==> config.mk <==
export PLATFORM = sky130hd
export DESIGN_NAME = qnigma_sum_feed
export DESIGN_NICKNAME = d
export VERILOG_FILES = /design/src/rtl/qnigma_sum_feed.sv
export SDC_FILE = /design/constraint.sdc
export NUM_CORES = 1
export LEC_CHECK = 0
export ABC_CLOCK_PERIOD_IN_PS = 3500
export BUFFER_PORTS_ARGS = -buffer_cell sky130_fd_sc_hd__buf_2
export CAP_MARGIN = 20
export CORE_ASPECT_RATIO = 1.5
export CORE_MARGIN = 2
export CORE_UTILIZATION = 50
export DETAILED_ROUTE_END_ITERATION = 16
export PLACE_DENSITY = 0.74
export SLEW_MARGIN = 5
export SYNTH_ARGS = -nofsm -noshare
export SYNTH_HDL_FRONTEND = slang
export SYNTH_SLANG_ARGS = --single-unit
export TNS_END_PERCENT = 50
==> constraint.sdc <==
create_clock -name clk -period 3.5 [get_ports clk]
set_input_delay 0.7 -clock clk [delete_from_list [all_inputs] [get_ports clk]]
set_output_delay 0.7 -clock clk [all_outputs]
set_load 0.05 [all_outputs]
==> src/rtl/qnigma_sum_feed.sv <==
// Serial-to-parallel frame gatherer feeding the qnigma_sum adder tree, with latency-matched valid.
// Optional rounded-average output is built when QNIGMA_SUM_FEED_AVG_EN is defined.
module qnigma_sum_feed #(
  parameter int unsigned W = 8,
  parameter int unsigned N = 4
) (
  input  logic                    clk,
  input  logic                    rst_n,
  input  logic                    in_val,
  input  logic [W-1:0]            in_dat,
  output logic                    in_rdy,
  input  logic                    sync,
  output logic [(2**N)*W-1:0]     out_vec,
  output logic                    out_stb,
  output logic                    res_val,
  output logic [15:0]             frm_cnt,
  output logic [7:0]              drop_cnt
`ifdef QNIGMA_SUM_FEED_AVG_EN
  ,
  input  logic [W+N-1:0]          sum_res,
  output logic [W-1:0]            avg_dat,
  output logic                    avg_val
`endif
);

  localparam int unsigned Depth   = 2 ** N;
  localparam logic [N-1:0] CntLast = '1;

  logic                   rdy_q;
  logic [N-1:0]           cnt_q, cnt_d;
  logic [Depth*W-1:0]     buf_q, buf_d;
  logic [Depth*W-1:0]     vec_q, vec_d;
  logic                   stb_q;
  logic [N-1:0]           dly_q, dly_d;
  logic [15:0]            frm_q, frm_d;
  logic [7:0]             drop_q, drop_d;
  logic                   accept, done;
  logic [N-1:0]           widx;

  always_comb begin
    accept = in_val & rdy_q;
    done   = accept & (cnt_q == CntLast);
    // A sync only redirects the write when it is not completing the current frame.
    widx   = (sync & ~done) ? '0 : cnt_q;

    buf_d = buf_q;
    if (accept) buf_d[widx*W +: W] = in_dat;

    cnt_d = cnt_q;
    if (done)        cnt_d = '0;
    else if (sync)   cnt_d = accept ? N'(1) : '0;
    else if (accept) cnt_d = cnt_q + N'(1);

    vec_d  = done ? buf_d : vec_q;
    frm_d  = done ? frm_q + 16'd1 : frm_q;
    drop_d = (sync & (cnt_q != '0) & ~done & (drop_q != 8'hff)) ? drop_q + 8'd1 : drop_q;
    dly_d  = N'({dly_q, stb_q});
  end

  always_ff @(posedge clk) begin
    if (!rst_n) begin
      rdy_q  <= 1'b0;
      cnt_q  <= '0;
      buf_q  <= '0;
      vec_q  <= '0;
      stb_q  <= 1'b0;
      dly_q  <= '0;
      frm_q  <= '0;
      drop_q <= '0;
    end else begin
      rdy_q  <= 1'b1;
      cnt_q  <= cnt_d;
      buf_q  <= buf_d;
      vec_q  <= vec_d;
      stb_q  <= done;
      dly_q  <= dly_d;
      frm_q  <= frm_d;
      drop_q <= drop_d;
    end
  end

  assign in_rdy   = rdy_q;
  assign out_vec  = vec_q;
  assign out_stb  = stb_q;
  assign res_val  = dly_q[N-1];
  assign frm_cnt  = frm_q;
  assign drop_cnt = drop_q;

`ifdef QNIGMA_SUM_FEED_AVG_EN
  logic [W+N:0] avg_sum, avg_shr;
  logic [W-1:0] avg_d;
  logic [W-1:0] avg_q;
  logic         avg_val_q;

  always_comb begin
    avg_sum = {1'b0, sum_res} + ((W+N+1)'(1) << (N-1));
    avg_shr = avg_sum >> N;
    avg_d   = (|avg_shr[W+N:W]) ? '1 : avg_shr[W-1:0];
  end

  always_ff @(posedge clk) begin
    if (!rst_n) begin
      avg_q     <= '0;
      avg_val_q <= 1'b0;
    end else begin
      avg_val_q <= res_val;
      if (res_val) avg_q <= avg_d;
    end
  end

  assign avg_dat = avg_q;
  assign avg_val = avg_val_q;
`endif

endmodule

======== Yosys cells after proc, flatten, opt, wreduce, memory -nomap -nowiden ========
Cells that the tools add are included.
word-level totals
  flip-flop bits (word level) ............. 290
  output and inout port bits .............. 155
  bits of input ports ..................... 12
  logic and storage cells ................. 34
operators by class
  bitwise gates (word level) .............. 8
  add/subtract/negate cells ............... 4
  shifts and indexed selects .............. 2
  mux-type cells .......................... 7
  equality and inequality tests ........... 2
  reduce and logical (&&, ||, !) cells .... 3
operators by type and width
  cell                        number
  $bwmux W128                 1
  $mux W128                   1
  $shift A8 B34 Y128 const A  1
  $shiftx A8 B34 Y128         1
  $neg A7 Y34                 1
  $add A16 B1 Y16 const B     1
  $mux W4                     3
  $add A8 B1 Y8 const B       1
  $ne A8 B8 Y1 const B        1
  $and A1 B1 Y1               6
  $add A4 B1 Y4 const B       1
  $eq A4 B4 Y1 const B        1
  $reduce_bool A4 Y1          1
  $mux W1                     2
  $not A1 Y1                  2
  $reduce_bool A2 Y1          1
  $reduce_or A2 Y1            1

======== Longest topological paths before layout ========
Gate-level depths: netlist (run 1).
  word-level depth ........................ 9
  depth in mapped cells ................... 16

======== Worst setup path after synthesis (run 1) ========
OpenSTA, ideal clock, no wires.
  kind .................................... input port to flip-flop
  from .................................... input port in_val
  to ...................................... register vec_q[80] (netlist: out_vec[80])
  stages .................................. 16
  setup time .............................. 0.132 ns
  required time ........................... 3.368 ns
  path buffers ............................ 6
  arrival time ............................ 3.187 ns
  path slack .............................. 0.181 ns
  cells stage by stage .................... buf_2 and3_1 buf_2 a21oi_2 buf_4 nor2_1 inv_1 ha_1 buf_2 nand2b_1 o221a_2 buf_6 and3_4 buf_6 mux2i_1 a21oi_1
on the way
  longest elaborated chain between the ends .. 9
ends and longest elaborated chain
  element                                                           RTL line  source
  start, declared                                                   9         input logic in_val,
  $and A1 B1 Y1 (*)                                                 41        accept = in_val & rdy_q;
  $and A1 B1 Y1                                                     42        done = accept & (cnt_q == CntLast);
  $not A1 Y1                                                        44        widx = (sync & ~done) ? '0 : cnt_q;
  $and A1 B1 Y1                                                     44
  $mux W4                                                           44
  $neg A7 Y34                                                       47        if (accept) buf_d[widx*W +: W] = in_dat;
  $shiftx A8 B34 Y128 / $shift A8 B34 Y128 (equally long branches)  47
  $bwmux W128                                                       47
  $mux W128                                                         47
  end signal, assigned                                              74        vec_q <= vec_d;
  end, declared                                                     32        logic [Depth*W-1:0] vec_q, vec_d;
Mark *: on every way between the ends. The rest lies on a longest branch, timed or not.
A chain may end at the register's enable or synchronous reset.

======== Worst setup path in the final report (run 1) ========
  from .................................... register cnt_q[1]
  to ...................................... register vec_q[80] (netlist: out_vec[80])
on the way
  longest elaborated chain between the ends .. 9
ends and longest elaborated chain
  element                                                           RTL line  source
  start, declared                                                   30        logic [N-1:0] cnt_q, cnt_d;
  start signal, assigned                                            72        cnt_q <= cnt_d;
  $eq A4 B4 Y1                                                      42
  $and A1 B1 Y1                                                     42
  $not A1 Y1                                                        44
  $and A1 B1 Y1                                                     44
  $mux W4                                                           44
  $neg A7 Y34                                                       47
  $shiftx A8 B34 Y128 / $shift A8 B34 Y128 (equally long branches)  47
  $bwmux W128                                                       47
  $mux W128                                                         47
Parallel ways exist; a longest one is shown, timed or not.

==> impl_metrics.json, run 1 <==
{
  "status": "complete, no violations",
  "syn_nets": 1147,
  "ir_drop_mv": 0.3213,
  "cp_max_fo": 8,
  "end_kind": "flip-flop",
  "combPwrFrac_pct": 2.7,
  "rsz0062_at_grt": "no",
  "drive_gt1_share_pct": 21.41,
  "r2r-start": "cnt_q[1]",
  "syn_area_per_cell_um2": 9.694,
  "grt_usage_pct": 22.89,
  "clock-sinks": 290,
  "synth-seq-cells": 290,
  "synth_edf_count": 0,
  "path_class": "flip-flop to flip-flop",
  "die-area_um2": 23050,
  "fin_crit_sh_pct": 95.28,
  "clockPowerShare_pct": 47.1,
  "syn2layout_area_growth_pct": 18.23,
  "start_util_pct": 50.64,
  "core-area_um2": 21550,
  "ys.flop_type": "dfxtp_1",
  "drcViolationCount": 0,
  "drv_cap": 0,
  "dp_slack_ns": 0.07409,
  "finalSetupTns_ns": 0,
  "cts-root-buf": "clkbuf_16",
  "switching_share_pct": 20.59,
  "cts.hold.buffers_added": 0,
  "synth_area_leader_cell": "dfxtp_1",
  "slew_headroom_pct": 54.46,
  "crit_required_ns": 3.89,
  "grt_start_max_net_pins": 116,
  "numCtsBuffers": 26,
  "arrival_ns": 3.72,
  "fp.dieH_um": 185.0,
  "vias_per_cell": 5.606,
  "antenna_left": 0,
  "worst_pin_slew_ns": 0.6831,
  "hold_viol": 0,
  "hold_class": "flip-flop to flip-flop",
  "grt_pass1_vias": 8090,
  "clkSlewWorstSetupHoldPaths_ns": 0.07,
  "cp-startpoint": "cnt_q[1]",
  "finalMaxSlewViolations": 0,
  "hold_start": "dly_q[2]",
  "clk-insertion-delay-late_ns": 0.52,
  "die_w_um": 124.6,
  "setup_ws_ns": 0.1651,
  "p_seq_share_pct": 50.2,
  "grt_pass1_wl_mm": 42.94,
  "firstDrtPassIters": 5,
  "yosysWarnings": 0,
  "synth_cells": 1126,
  "drtIter0Drc": 613,
  "internal-power_mw": 5.243,
  "leakagePower_nw": 5.965,
  "ys_types": 59,
  "antenna-diode-count": 0,
  "worstSetupStartpointType": "flip-flop",
  "ctsLongestPathBuffers": 3,
  "grt_overflow": 0,
  "synth.area.top_cells": "dfxtp_1 53%, mux2i_1 9.5%, a21oi_1 6.2%",
  "drt-total-wl_mm": 27.74,
  "fmax_mhz": 299.9,
  "gp_congestion": 0.9064,
  "hpwl_mm": 18.11,
  "wl_per_cell_um": 17.93,
  "p_switching_mw": 1.359,
  "fin_worst_skew_ns": 0.008170,
  "htreeDepth": 1,
  "synth_top_area_share_pct": 53.19,
  "cts_tree": "built",
  "period_needed_ns": 3.335,
  "num_rows": 66,
  "ys_seq_area_share_pct": 53.19,
  "io_pins": 167,
  "antenna_found_initial": 0,
  "netlist_area_um2": 10920,
  "nets": 1276,
  "synth-async-reset-ratio_pct": 0,
  "powerDensity_nw_per_um2": 511.6,
  "vias": 8673,
  "port_buffers": 166,
  "setup_viol": 0
}
metal layers:
metal	GRT usage [%]	share of wire, %
met5	0	0
met4	8.180	3.4
met3	2.629	4.6
met2	41.68	51
met1	27.93	41
cell usage in the layout, fill, tap and decap left out, types with 9 or more instances in the layout:
| master | Yosys | routed |
|---|---|---|
| inv_1 | 11 | 11 |
| nand2_1 | 41 | 41 |
| and2_1 | 20 | 20 |
| clkbuf_16 | 0 | 27 |
| mux2i_1 | 104 | 104 |
| buf_2 | 17 | 165 |
| o21ai_0 | 125 | 125 |
| nor2_1 | 149 | 148 |
| buf_4 | 4 | 22 |
| xnor2_1 | 10 | 10 |
| dfxtp_1 | 290 | 290 |
| and3_1 | 16 | 15 |
| a32oi_1 | 28 | 27 |
| nand4_1 | 9 | 9 |
| a21oi_1 | 136 | 136 |
timing repair:
item / in CTS / in global routing
setup buffers: 0 / 0
resized for setup: 0 / 9
setup endpoints to repair: 0 / 139
stage by stage:
step	utilization (%)	cells	total power [mW]	area, µm²	hold WS [ns]
2_1_floorplan	-	1126	3.504	10920	0.4119
3_3_place_gp	55.27	1499	3.561	11910	0.4155
3_5_place_dp	55.27	1499	3.562	11910	0.4207
4_1_cts	59.65	1547	6.647	12860	0.4376
5_1_grt	59.87	1547	6.791	12900	0.4416
6_report	59.87	1547	6.602	12900	0.4314
final timing paths:
path,end,slack [ns],depth (start not counted)
min,dly_q[3],0.43,1
max,out_vec[80],0.17,11
min reg2reg,dly_q[3],0.43,1
max reg2reg,out_vec[80],0.17,11
final cells by class:
cell class              count  area (µm²)
clock buffers              38       767.0
clock inverters            10       178.9
fillers                  1821        8648
inverters                  12       47.55
multi-input cells         735        4715
flip-flops and latches    290        5806
well taps                 272       340.3
repair buffers            190        1051
critical path, stage by stage, from the launching register on:
cell and delay, ns:
dfxtp_1 0.44, ha_2 0.32, nand2_1 0.10, o21ai_0 0.31
buf_4 0.19, o31ai_1 0.07, ha_1 0.36, and3b_1 0.39
buf_4 0.19, and3_4 0.29, mux2i_1 0.40, a21oi_1 0.12
power by group through the flow:
stage / registers, mW / logic [mW] / clock network (mW)
after floorplan: 3.39 / 0.115 / 0
after global placement: 3.39 / 0.175 / 0
after detailed placement: 3.39 / 0.176 / 0
after CTS: 3.31 / 0.176 / 3.16
after global routing: 3.31 / 0.190 / 3.29
final: 3.31 / 0.179 / 3.11
kinds of logic after synthesis:
group	Yosys count	share of synthesized area, %
AO/OA/AOI/OAI	315	16.71
XOR/XNOR	15	1.204
adder cells (fa/ha/maj)	9	1.032
buffers and inverters	101	4.104
flip-flops	290	53.19
multiplexers	104	9.537
AND/OR/NAND/NOR	292	14.23
registers in the layout (all words and copies together) (netlist names):
| name | count |
|---|---|
| out_vec | 128 |
| buf_q | 128 |
| drop_cnt | 8 |
| cnt_q | 4 |
| out_stb | 1 |
| frm_cnt | 16 |
| in_rdy | 1 |
| dly_q | 4 |
cells in the mapped netlist (3+ instances only):
cell type / n
a21oi_1: 136
a32oi_1: 28
a41o_1: 4
and2_1: 20
and3_1: 16
buf_2: 17
buf_4: 4
buf_6: 4
clkbuf_1: 61
dfxtp_1: 290
ha_1: 9
inv_1: 11
mux2i_1: 104
nand2_1: 41
nand2b_1: 5
nand3_1: 9
nand3_2: 3
nand4_1: 9
nor2_1: 149
nor3_1: 7
nor3_2: 4
nor4b_4: 8
o211ai_2: 5
o21ai_0: 125
or3_1: 4
xnor2_1: 10
xor2_1: 5
No activity file was read; power rests on OpenSTA's default activity.
==> run 2: changes to the inputs <==
CORE_MARGIN = 3   (was 2)
==> impl_metrics.json, run 2 (synthesis results as in run 1) <==
{
  "postPlaceCellArea_um2": 11960,
  "worst_pin_slew_ns": 0.8545,
  "fin_worst_skew_ns": 0.008919,
  "clk-insertion-delay-late_ns": 0.53,
  "setup_ws_ns": 0.2719,
  "grt_overflow": 0,
  "drv_cap": 0,
  "grt_pass1_wl_mm": 44.19,
  "status": "complete, no violations",
  "port_buffers": 166,
  "cp_max_fo": 8,
  "ctsLongestPathBuffers": 3,
  "hold_viol": 0,
  "p_seq_share_pct": 51.4,
  "fp.dieH_um": 187.0,
  "core-area_um2": 21230,
  "slew_headroom_pct": 43.04,
  "ir_drop_mv": 0.3638,
  "die_w_um": 126.6,
  "period_needed_ns": 3.228,
  "grt_pass1_vias": 8326,
  "hold_class": "flip-flop to flip-flop",
  "multi_input_area_um2": 4697,
  "path_class": "flip-flop to flip-flop",
  "crit_required_ns": 3.90,
  "die-area_um2": 23680,
  "drt-total-wl_mm": 27.74,
  "setup_viol": 0,
  "combPwrFrac_pct": 2.9,
  "grt_usage_pct": 22.60,
  "nFillCells": 1812,
  "switching_share_pct": 20.72,
  "holdWs_ns": 0.4345,
  "numCtsBuffers": 26,
  "worstSetupStartpointType": "flip-flop",
  "htreeDepth": 1,
  "final_cell_mix": "290 x dfxtp_1, 165 x buf_2, 148 x nor2_1",
  "num_rows": 65,
  "antenna_left": 0,
  "drtIter0Drc": 435,
  "dp_slack_ns": -0.02258,
  "hpwl_mm": 18.09,
  "io_pins": 167,
  "cts_tree": "built",
  "vias_per_cell": 5.579,
  "powerDensity_nw_per_um2": 500.1,
  "internal-power_mw": 5.110,
  "end_kind": "flip-flop",
  "final_cell_area_um2": 12890,
  "p_switching_mw": 1.336,
  "arrival_ns": 3.63,
  "clock-sinks": 290,
  "syn2layout_area_growth_pct": 18.07,
  "fin_crit_sh_pct": 92.23,
  "finish.utilization_pct": 60.71,
  "gp_congestion": 0.8608,
  "vias": 8631,
  "cts.hold.buffers_added": 0,
  "drive_gt1_share_pct": 21.50,
  "clockPowerShare_pct": 45.8,
  "grt_start_max_net_pins": 113,
  "rsz0062_at_grt": "no",
  "drcViolationCount": 0,
  "antenna-diode-count": 0,
  "antenna_found_initial": 0,
  "cts-root-buf": "clkbuf_16",
  "firstDrtPassIters": 5,
  "fmax_mhz": 309.8,
  "nets": 1282,
  "finalMaxSlewViolations": 0,
  "clkSlewWorstSetupHoldPaths_ns": 0.06,
  "wl_per_cell_um": 17.93,
  "start_util_pct": 51.42,
  "seqCellArea_um2": 5806,
  "leakagePower_nw": 5.956,
  "layout_commonest_cell": "dfxtp_1"
}
run 2: critical path, stage by stage, from the launching register on:
cell and delay (ns):
dfxtp_1 0.43, ha_1 0.36, and2_1 0.21, a21oi_2 0.07, nor2_1 0.21, inv_1 0.11, ha_1 0.24, buf_4 0.16
nand2_1 0.08, o221a_2 0.35, and3_4 0.33, mux2i_1 0.42, a21oi_1 0.13
run 2: path summary, 6_finish.rpt:
check / start / end / slack, ns / depth (start not counted)
hold reg to reg: dly_q[2] / dly_q[3] / 0.43 / 1
setup / recovery: cnt_q[1] / out_vec[82] / 0.27 / 12
hold / removal: dly_q[2] / dly_q[3] / 0.43 / 1
setup reg to reg: cnt_q[1] / out_vec[82] / 0.27 / 12
run 2: power by group through the flow:
| stage | Combinational [mW] | Clock, mW | Sequential [mW] |
|---|---|---|---|
| after CTS | 0.182 | 3.00 | 3.31 |
| after detailed placement | 0.181 | 0 | 3.39 |
| after global placement | 0.181 | 0 | 3.39 |
| after floorplan | 0.115 | 0 | 3.39 |
| after global routing | 0.196 | 3.13 | 3.31 |
| final | 0.185 | 2.95 | 3.31 |
run 2: area by class of cell:
| class | count | share of cell area, % |
|---|---|---|
| flip-flops and latches | 290 | 45.05 |
| multi-input cells | 735 | 36.45 |
| repair buffers | 196 | 8.602 |
| clock buffers | 39 | 6.058 |
| well taps | 268 | 2.602 |
| clock inverters | 7 | 0.8738 |
| inverters | 12 | 0.3689 |
run 2: layer usage:
| metal | global-route usage [%] | vias up | part of all wire [%] |
|---|---|---|---|
| met5 | 0 | - | 0 |
| met3 | 2.971 | 63 | 5.2 |
| met4 | 8.051 | 0 | 3.0 |
| met1 | 27.61 | 4092 | 41 |
| li1 | - | 4208 | - |
| met2 | 40.35 | 268 | 51 |
run 2: through the flow:
step                cells  TNS (ns)  total power [mW]
floorplan            1126         0             3.504
finish               1547         0             6.445
global route         1547         0             6.634
global placement     1501         0             3.566
detailed placement   1501  -0.04733             3.567
CTS                  1547         0             6.490
run 2: what timing repair did:
item	in CTS	in global routing
resized for setup	0	7
endpoints found under the setup margin	0	179
endpoints found under the hold margin	0	0
setup buffers	0	0
